==> config.mk <==
export PLATFORM = sky130hd
export DESIGN_NAME = csr_file
export DESIGN_NICKNAME = d
export VERILOG_FILES = /design/src/rtl/csr_file.sv
export SDC_FILE = /design/constraint.sdc
export NUM_CORES = 1
export LEC_CHECK = 0
export ABC_CLOCK_PERIOD_IN_PS = 5000
export CAP_MARGIN = 10
export CELL_PAD_IN_SITES_DETAIL_PLACEMENT = 1
export CELL_PAD_IN_SITES_GLOBAL_PLACEMENT = 1
export CORE_ASPECT_RATIO = 1.5
export CORE_MARGIN = 10
export CORE_UTILIZATION = 41
export DETAILED_ROUTE_END_ITERATION = 12
export PLACE_DENSITY_LB_ADDON = 0.1
export SYNTH_ARGS = -nofsm -noshare
export SYNTH_HDL_FRONTEND = slang
export SYNTH_SLANG_ARGS = --single-unit
==> constraint.sdc <==
create_clock -name clk -period 5 [get_ports clk]
set_input_delay 1 -clock clk [delete_from_list [all_inputs] [get_ports clk]]
set_output_delay 1 -clock clk [all_outputs]
set_load 0.005 [all_outputs]
==> src/rtl/csr_file.sv <==
// Machine-mode CSR file for the RV32I core: Zicsr instruction port, trap port, one shared read mux.
// Optional feature: define CSR_COUNTERS_EN to add mcycle/minstret and their cycle/instret shadows.
module csr_file #(
  parameter logic [31:0] MHARTID     = 32'h0,
  parameter logic [31:0] MTVEC_RESET = 32'h0
) (
  input  logic        clk,
  input  logic        reset,
  input  logic [11:0] csr_read_address,
  input  logic [1:0]  csr_op,
  input  logic [31:0] csr_src,
  input  logic        csr_inst_write_enable,
  input  logic [11:0] csr_trap_address,
  input  logic [31:0] csr_trap_write_data,
  input  logic        csr_write_enable,
  input  logic        trap_done,
  input  logic        instr_retired,
  output logic [31:0] csr_read_data,
  output logic        csr_illegal
);

  localparam logic [11:0] ADDR_MSTATUS   = 12'h300;
  localparam logic [11:0] ADDR_MISA      = 12'h301;
  localparam logic [11:0] ADDR_MTVEC     = 12'h305;
  localparam logic [11:0] ADDR_MSCRATCH  = 12'h340;
  localparam logic [11:0] ADDR_MEPC      = 12'h341;
  localparam logic [11:0] ADDR_MCAUSE    = 12'h342;
  localparam logic [11:0] ADDR_MVENDORID = 12'hF11;
  localparam logic [11:0] ADDR_MARCHID   = 12'hF12;
  localparam logic [11:0] ADDR_MIMPID    = 12'hF13;
  localparam logic [11:0] ADDR_MHARTID   = 12'hF14;
  localparam logic [11:0] ADDR_MCYCLE    = 12'hB00;
  localparam logic [11:0] ADDR_MCYCLEH   = 12'hB80;
  localparam logic [11:0] ADDR_MINSTRET  = 12'hB02;
  localparam logic [11:0] ADDR_MINSTRETH = 12'hB82;
  localparam logic [11:0] ADDR_CYCLE     = 12'hC00;
  localparam logic [11:0] ADDR_CYCLEH    = 12'hC80;
  localparam logic [11:0] ADDR_INSTRET   = 12'hC02;
  localparam logic [11:0] ADDR_INSTRETH  = 12'hC82;

  localparam logic [31:0] MISA_VALUE = 32'h4000_0100;

  logic        mstatus_mie;
  logic        mstatus_mpie;
  logic [31:2] mtvec_base;
  logic [31:0] mscratch;
  logic [31:2] mepc_base;
  logic [31:0] mcause;

  logic        trap_owner;
  logic [11:0] sel_address;
  logic        implemented;
  logic        read_only;
  logic        inst_write_request;
  logic        inst_write;
  logic [31:0] new_value;
  logic        write_en;
  logic [11:0] write_address;
  logic [31:0] write_data;

`ifdef CSR_COUNTERS_EN
  logic [63:0] mcycle;
  logic [63:0] minstret;
`else
  wire unused_instr_retired = instr_retired;
`endif

  assign trap_owner  = !trap_done || (csr_trap_address != 12'h000);
  assign sel_address = trap_owner ? csr_trap_address : csr_read_address;

  always_comb begin
    csr_read_data = 32'h0;
    implemented   = 1'b1;
    case (sel_address)
      ADDR_MSTATUS:   csr_read_data = {19'b0, 2'b11, 3'b0, mstatus_mpie, 3'b0, mstatus_mie, 3'b0};
      ADDR_MISA:      csr_read_data = MISA_VALUE;
      ADDR_MTVEC:     csr_read_data = {mtvec_base, 2'b00};
      ADDR_MSCRATCH:  csr_read_data = mscratch;
      ADDR_MEPC:      csr_read_data = {mepc_base, 2'b00};
      ADDR_MCAUSE:    csr_read_data = mcause;
      ADDR_MVENDORID: csr_read_data = 32'h0;
      ADDR_MARCHID:   csr_read_data = 32'h0;
      ADDR_MIMPID:    csr_read_data = 32'h0;
      ADDR_MHARTID:   csr_read_data = MHARTID;
`ifdef CSR_COUNTERS_EN
      ADDR_MCYCLE,   ADDR_CYCLE:    csr_read_data = mcycle[31:0];
      ADDR_MCYCLEH,  ADDR_CYCLEH:   csr_read_data = mcycle[63:32];
      ADDR_MINSTRET, ADDR_INSTRET:  csr_read_data = minstret[31:0];
      ADDR_MINSTRETH, ADDR_INSTRETH: csr_read_data = minstret[63:32];
`endif
      default:        implemented = 1'b0;
    endcase
  end

  // "old" for set/clear is the value on the read port, i.e. the stored value before masking on write.
  always_comb begin
    case (csr_op)
      2'b01:   new_value = csr_src;
      2'b10:   new_value = csr_read_data | csr_src;
      2'b11:   new_value = csr_read_data & ~csr_src;
      default: new_value = csr_read_data;
    endcase
  end

  assign read_only          = (sel_address[11:10] == 2'b11) || (sel_address == ADDR_MISA);
  assign inst_write_request = csr_inst_write_enable && (csr_op != 2'b00);
  assign csr_illegal        = !trap_owner && (!implemented || (inst_write_request && read_only));
  assign inst_write         = !trap_owner && inst_write_request && !csr_illegal;

  // Trap write has priority; the instruction write is only taken when the trap port is not writing.
  assign write_en      = csr_write_enable || inst_write;
  assign write_address = csr_write_enable ? csr_trap_address : sel_address;
  assign write_data    = csr_write_enable ? csr_trap_write_data : new_value;

  always_ff @(posedge clk or posedge reset) begin
    if (reset) begin
      mstatus_mie  <= 1'b0;
      mstatus_mpie <= 1'b0;
      mtvec_base   <= MTVEC_RESET[31:2];
      mscratch     <= 32'h0;
      mepc_base    <= 30'h0;
      mcause       <= 32'h0;
    end else if (write_en) begin
      case (write_address)
        ADDR_MSTATUS: begin
          mstatus_mie  <= write_data[3];
          mstatus_mpie <= write_data[7];
        end
        ADDR_MTVEC:    mtvec_base <= write_data[31:2];
        ADDR_MSCRATCH: mscratch   <= write_data;
        ADDR_MEPC:     mepc_base  <= write_data[31:2];
        ADDR_MCAUSE:   mcause     <= write_data;
        default: ;
      endcase
    end
  end

`ifdef CSR_COUNTERS_EN
  // A write to one half replaces it, holds the other half and suppresses that cycle's increment.
  always_ff @(posedge clk or posedge reset) begin
    if (reset) begin
      mcycle   <= 64'h0;
      minstret <= 64'h0;
    end else begin
      if (write_en && write_address == ADDR_MCYCLE)
        mcycle <= {mcycle[63:32], write_data};
      else if (write_en && write_address == ADDR_MCYCLEH)
        mcycle <= {write_data, mcycle[31:0]};
      else
        mcycle <= mcycle + 64'd1;

      if (write_en && write_address == ADDR_MINSTRET)
        minstret <= {minstret[63:32], write_data};
      else if (write_en && write_address == ADDR_MINSTRETH)
        minstret <= {write_data, minstret[31:0]};
      else if (instr_retired)
        minstret <= minstret + 64'd1;
    end
  end
`endif

endmodule

======== Word-level counts from Yosys, hierarchy flattened ========
Index checks and enable logic that the tools add are counted.
operators by class
  bitwise operators ....................... 3
  multiplexer cells ....................... 6
  shift operators ......................... 0
  magnitude comparators ................... 0
  equal/unequal tests ..................... 19
  multiply operators ...................... 0
  $add $sub $neg .......................... 0
  divide/modulo/power cells ............... 0
  reductions and logical operators ........ 21
operator list
  operator                count
  $pmux W32 S6            1
  $eq A12 B10 Y1 const B  11
  $pmux W32 S3            1
  $eq A12 B12 Y1 const B  4
  $and A32 B32 Y32        1
  $mux W32                1
  $not A32 Y32            1
  $or A32 B32 Y32         1
  $mux W12                2
  $reduce_bool A12 Y1     1
  $reduce_and A2 Y1       5
  $reduce_or A10 Y1       1
  $eq A2 B2 Y1 const B    3
  $logic_and A1 B1 Y1     5
  $logic_not A1 Y1        4
  $logic_or A1 B1 Y1      4
  $eq A2 B1 Y1 const B    1
  $reduce_bool A2 Y1      1
  $mux W1                 1
word-level totals
  latch bits .............................. 0
  register bits ........................... 126
  memory bits (read-only) ................. 0
  logic and storage cells ................. 55
  output and inout bits ................... 33
  memories kept ........................... 0
  bits of input ports ..................... 96
  bits in writable memories ............... 0

======== Logic depth before layout (Yosys ltp) ========
  depth after elaboration ................. 13
  gate-level depth with buffers ........... 11
  depth with buffers taken out ............ 8

======== Worst setup path after synthesis ========
OpenSTA, ideal clock, no wires.
  path kind ............................... in2out
  start ................................... input port csr_trap_address[7]
  end ..................................... output port csr_read_data[10]
  cell stages on the path ................. 7
  data required time ...................... 4000 ps
  data arrival time ....................... 2977 ps
  slack ................................... 1023 ps
  cells stage by stage .................... or4b_1 -> nor4_4 -> o22ai_1 -> or3_1 -> clkbuf_1 -> clkbuf_1 -> o211ai_1
between the ends
  cells in the longest elaborated chain, start to end .. 5
  elaborated cells between the ends (all ways) .. 10
  classes of those cells .................. eq/ne: 6; mux: 2; reduce/logical: 2
ends and longest elaborated chain
  what                 line  source
  start, declared      13    input logic [11:0] csr_trap_address,
  $reduce_bool A12 Y1  68    assign trap_owner = !trap_done || (csr_trap_address != 12'h000);
  $logic_or A1 B1 Y1   68
  $mux W12 *           69    assign sel_address = trap_owner ? csr_trap_address : csr_read_address;
  $eq A12 B10 Y1       74    case (sel_address)
  $pmux W32 S6 *       74
  end, declared        18    output logic [31:0] csr_read_data,
Mark *: on every way between the ends. The rest lies on a longest branch, timed or not.

======== Final worst setup path ========
  start ................................... input port csr_trap_address[11]
  end ..................................... output port csr_read_data[8]
The elaborated chain is that of the path after synthesis.

==> summary.txt <==
Yosys
  – Compound-Gate Fraction of Synth Area: 27.0%
  – Cell count after synthesis: 952
  – Share of the yosys chip area belonging to registers: between 30% and 40%
  – Area fraction of the dominant cell type after synthesis: 39.4%
  – Number of warnings reported in the yosys synthesis log: 0
  – Number of enable-type register cells in the synthesized netlist: 0
  – Synthesized-area fraction occupied by xor and xnor cells: 0.547%
  – Syn Nets: 1048
  – Adder-cell share of the synthesized area: 0%
  – Async set or reset register ratio after synthesis: 100%
  – Mean instance size in the synthesized netlist: 8.41 um^2
  – Number of distinct standard cells referenced by the synthesized netlist: 67
  – Dominant cells by area after synthesis: sky130_fd_sc_hd__dfrtp_1, sky130_fd_sc_hd__nand2_1, sky130_fd_sc_hd__o21ai_1, sky130_fd_sc_hd__mux2i_1, sky130_fd_sc_hd__nand2b_1
  – Synth Cell Area: 8000 um^2
  – Most frequent cells after synthesis: sky130_fd_sc_hd__nand2_1, sky130_fd_sc_hd__dfrtp_1, sky130_fd_sc_hd__o21ai_1, sky130_fd_sc_hd__nand3_1
  – Yosys top cell by area: sky130_fd_sc_hd__dfrtp_1
  – Count leader, synth: sky130_fd_sc_hd__nand2_1
  – Total of flip-flops plus latches after synthesis: 126
  – Most common flop cell mapped by yosys: sky130_fd_sc_hd__dfrtp_1
  – Simple-Gate Fraction of Synth Area: 24.2%
  – Share of cell area taken by muxes after synthesis: 4.25%
  – Combinational family with the most area after synthesis: compound AO/OA/AOI/OAI gates

Floorplan
  – Area inside the core boundary: 19200 um^2
  – Die Footprint: 25600 um^2
  – Horiz. Die Dim: 134 um
  – Initial core utilization: 41.8%
  – Die Y: roughly 190 um
  – Top-level I/O count: 129
  – Row cnt: 62

Pwr
  – Total leakage power: 4.44 nW
  – NetSw: 680 uW
  – Register share of total power: 39.3%
  – Total power divided by cell area: about 240 nW/um^2
  – Switching Share: about a quarter
  – Clock share of power: 47.8%
  – Internal power: 1.94 mW
  – Gate power share: 12.9%
  – Peak supply drop: 0.211 mV

Layout
  – Synth-to-Final Area Change: 35.4%
  – Number of inserted diodes: 0
  – Number of inserted filler cells in the final layout: 2256
  – Final Cell Area: approximately 11000 um^2
  – Area of combinational cells with multiple inputs: about 4600 um^2
  – Area of all sequential standard cells: 3150 um^2
  – Share of post-route cells with drive strength above 1: 18.5%
  – Layout Nets: 1209
  – Cell Count, Final, Fillers Out: 1382

Clock network
  – Clock tree from TritonCTS: built
  – Hold bufs inserted after CTS: 0
  – Number of clock sinks: between 100 and 150
  – Depth of the CTS H-tree: 4
  – Cell at the root of the clock tree: sky130_fd_sc_hd__clkbuf_16
  – Clock network latency to the later pin of the worst-skew pair: 0.42 ns
  – Clock tree buffer depth: 2
  – Num CTS Buffers: 17
  – Clock-pin slew of the registers on the worst-case setup and hold paths: 0.06 ns

STA
  – Timing-limited maximum frequency: 203 MHz
  – Total negative setup slack: 0 ns
  – Transition time at the pin with the least slew margin: 0.760 ns
  – Final worst slack: 0.0685 ns
  – Number of endpoints failing setup at the final stage: 0
  – Minimum clock period after layout: 4.93 ns
  – Setup repair after global routing missed its margin: yes
  – Worst max-slew margin expressed relative to the limit: just under 50%
  – Final Skew: 0.0101 ns
  – Fin. max-slew vios: 0
  – Final Cycle Share: 98.6%
  – Final hold vios: 0

Placement
  – Number of port buffers: 127
  – HPWL after detailed placement: approximately 21000 um
  – Cell total after placement: 1344
  – Worst Setup Slack post-DPL: -0.0998 ns
  – Placed Instance Area: 10100 um^2
  – Global placer's final weighted congestion: 0.869

Global routing
  – First-pass GRT wire length: 50000 um
  – Overflow after GRT: 0
  – Largest net degree at the start of global routing: 74
  – Antenna violations before repair: 0
  – GR Util All Layers: 24.6%
  – Number of global-route vias before repair: 8885

Min path
  – Path class of the lowest-slack min-delay path: reg -> reg

Critical path
  – Worst-path cell with the longest stage delay: sky130_fd_sc_hd__or4b_2
  – Cells along the critical path: clkdlybuf4s50_1 > or4b_2 > nor4_4 > o22ai_2 > or3_4 > buf_12 > nor2_2 > a211o_1 > clkdlybuf4s50_1
  – Sum of buffers and inverters on the critical path: 3
  – Cell family with the largest share of critical-path delay: simple AND/OR/NAND/NOR gates
  – Worst R2R Setup Slack: 3.00 ns
  – Slowest cell delay on critical path: 0.72 ns
  – Crit path max fanout: 18
  – Most frequent cell on the critical path: sky130_fd_sc_hd__clkdlybuf4s50_1
  – Required time at the endpoint of the critical path: 4.00 ns
  – Crit path DAT: about 4 ns
  – Category of the worst setup path capture point: primary output
  – Critical path launch point type: primary input
  – Type of the worst setup path: in -> out

Drt
  – Vias per cell: 6.05
  – Antenna viol nets, final: 0
  – DRC: 0
  – TritonRoute pass-1 iters: 5
  – Overall via count from detail_route: around 8400
  – Initial detailed-routing violation count: 625
  – Detailed Route WL: 31800 um
  – Average routed wire per standard cell: between 20 and 25 um

Run
  – Count of maximum capacitance violations: 0

Run status
  – Result of the run: finished clean
-- worst reg2reg max path, stage by stage (launching register included) --
cell and delay [ns]:
sky130_fd_sc_hd__dfrtp_1 0.39, sky130_fd_sc_hd__mux2i_1 0.18, sky130_fd_sc_hd__nor4_1 0.07, sky130_fd_sc_hd__buf_4 0.15
sky130_fd_sc_hd__a311o_1 0.30, sky130_fd_sc_hd__a221o_1 0.32, sky130_fd_sc_hd__o22ai_2 0.26, sky130_fd_sc_hd__o21ai_0 0.19
-- cells by family (layout without fill, tap and decap cells) --
family,Yosys count,count (layout)
flops,126,126
compound gates,310,310
mux,34,34
simple gates,394,394
buf+inv,83,257
xor+xnor,5,5
-- sequential cells by signal (all words and copies together), names as in the netlist --
name	count
mcause	32
mscratch	32
mepc_base	30
mtvec_base	30
mstatus_mie	1
mstatus_mpie	1
-- area by class of cell --
type                            count  area share, %
Multi-Input combinational cell    743           42.8
Sequential cell                   126           29.1
Timing Repair Buffer              219           19.4
Clock buffer                       20           4.21
Tap cell                          256           2.95
Clock inverter                     12           1.23
Inverter                            6          0.231
-- timing repair --
action / in CTS / in global routing
pin swaps: 2 / 10
setup buffers: 1 / 5
gates resized for setup: 9 / 23
endpoints found under the setup margin: 31 / 14
-- per-stage QoR --
stage	hold WS, ns	power [mW]	utilization (%)
3_3_place_gp	0.461	1.37	52.5
6_report	0.483	2.62	56.6
4_1_cts	0.488	2.62	55.8
3_5_place_dp	0.470	1.38	52.5
5_1_grt	0.513	2.70	56.6
2_1_floorplan	0.449	1.21	-
-- cells in the final DEF (no fill, tap or decap), types with 33 or more instances in the layout --
master	n
sky130_fd_sc_hd__nand2_1	191
sky130_fd_sc_hd__dfrtp_1	126
sky130_fd_sc_hd__clkdlybuf4s50_1	116
sky130_fd_sc_hd__o21ai_1	106
sky130_fd_sc_hd__buf_4	79
sky130_fd_sc_hd__nand3_1	58
sky130_fd_sc_hd__o21ai_0	51
sky130_fd_sc_hd__nand2b_1	50
sky130_fd_sc_hd__mux2i_1	34
sky130_fd_sc_hd__a21oi_1	33
-- final timing paths --
kind | startpoint | endpoint | cells past startpoint
worst max-delay path | csr_trap_address[11] | csr_read_data[8] | 9
worst min-delay path | mtvec_base[12] | mtvec_base[12] | 2
worst max register to register | mscratch[7] | mtvec_base[7] | 7
worst min register to register | mtvec_base[12] | mtvec_base[12] | 2
max in group asynchronous | reset | mcause[28] | 3
min in group asynchronous | reset | mepc_base[17] | 2
-- routing by layer --
layer  GRT usage [%]  up-vias  share of wire (%)
li1                -     3812                  -
met1            28.9     4196                 40
met2            43.9      284                 52
met3            4.07       73                5.1
met4            9.07        0                2.6
met5               0        -                  0
-- power groups by stage --
| stage | combinational, mW | sequential, mW | clock (mW) |
|---|---|---|---|
| after global routing | 0.366 | 1.03 | 1.30 |
| after detailed placement | 0.332 | 1.05 | 0 |
| final | 0.338 | 1.03 | 1.25 |
| after global placement | 0.326 | 1.05 | 0 |
| after floorplan | 0.161 | 1.05 | 0 |
| after CTS | 0.336 | 1.03 | 1.26 |
Note: power is estimated with default switching activity, not from simulation.
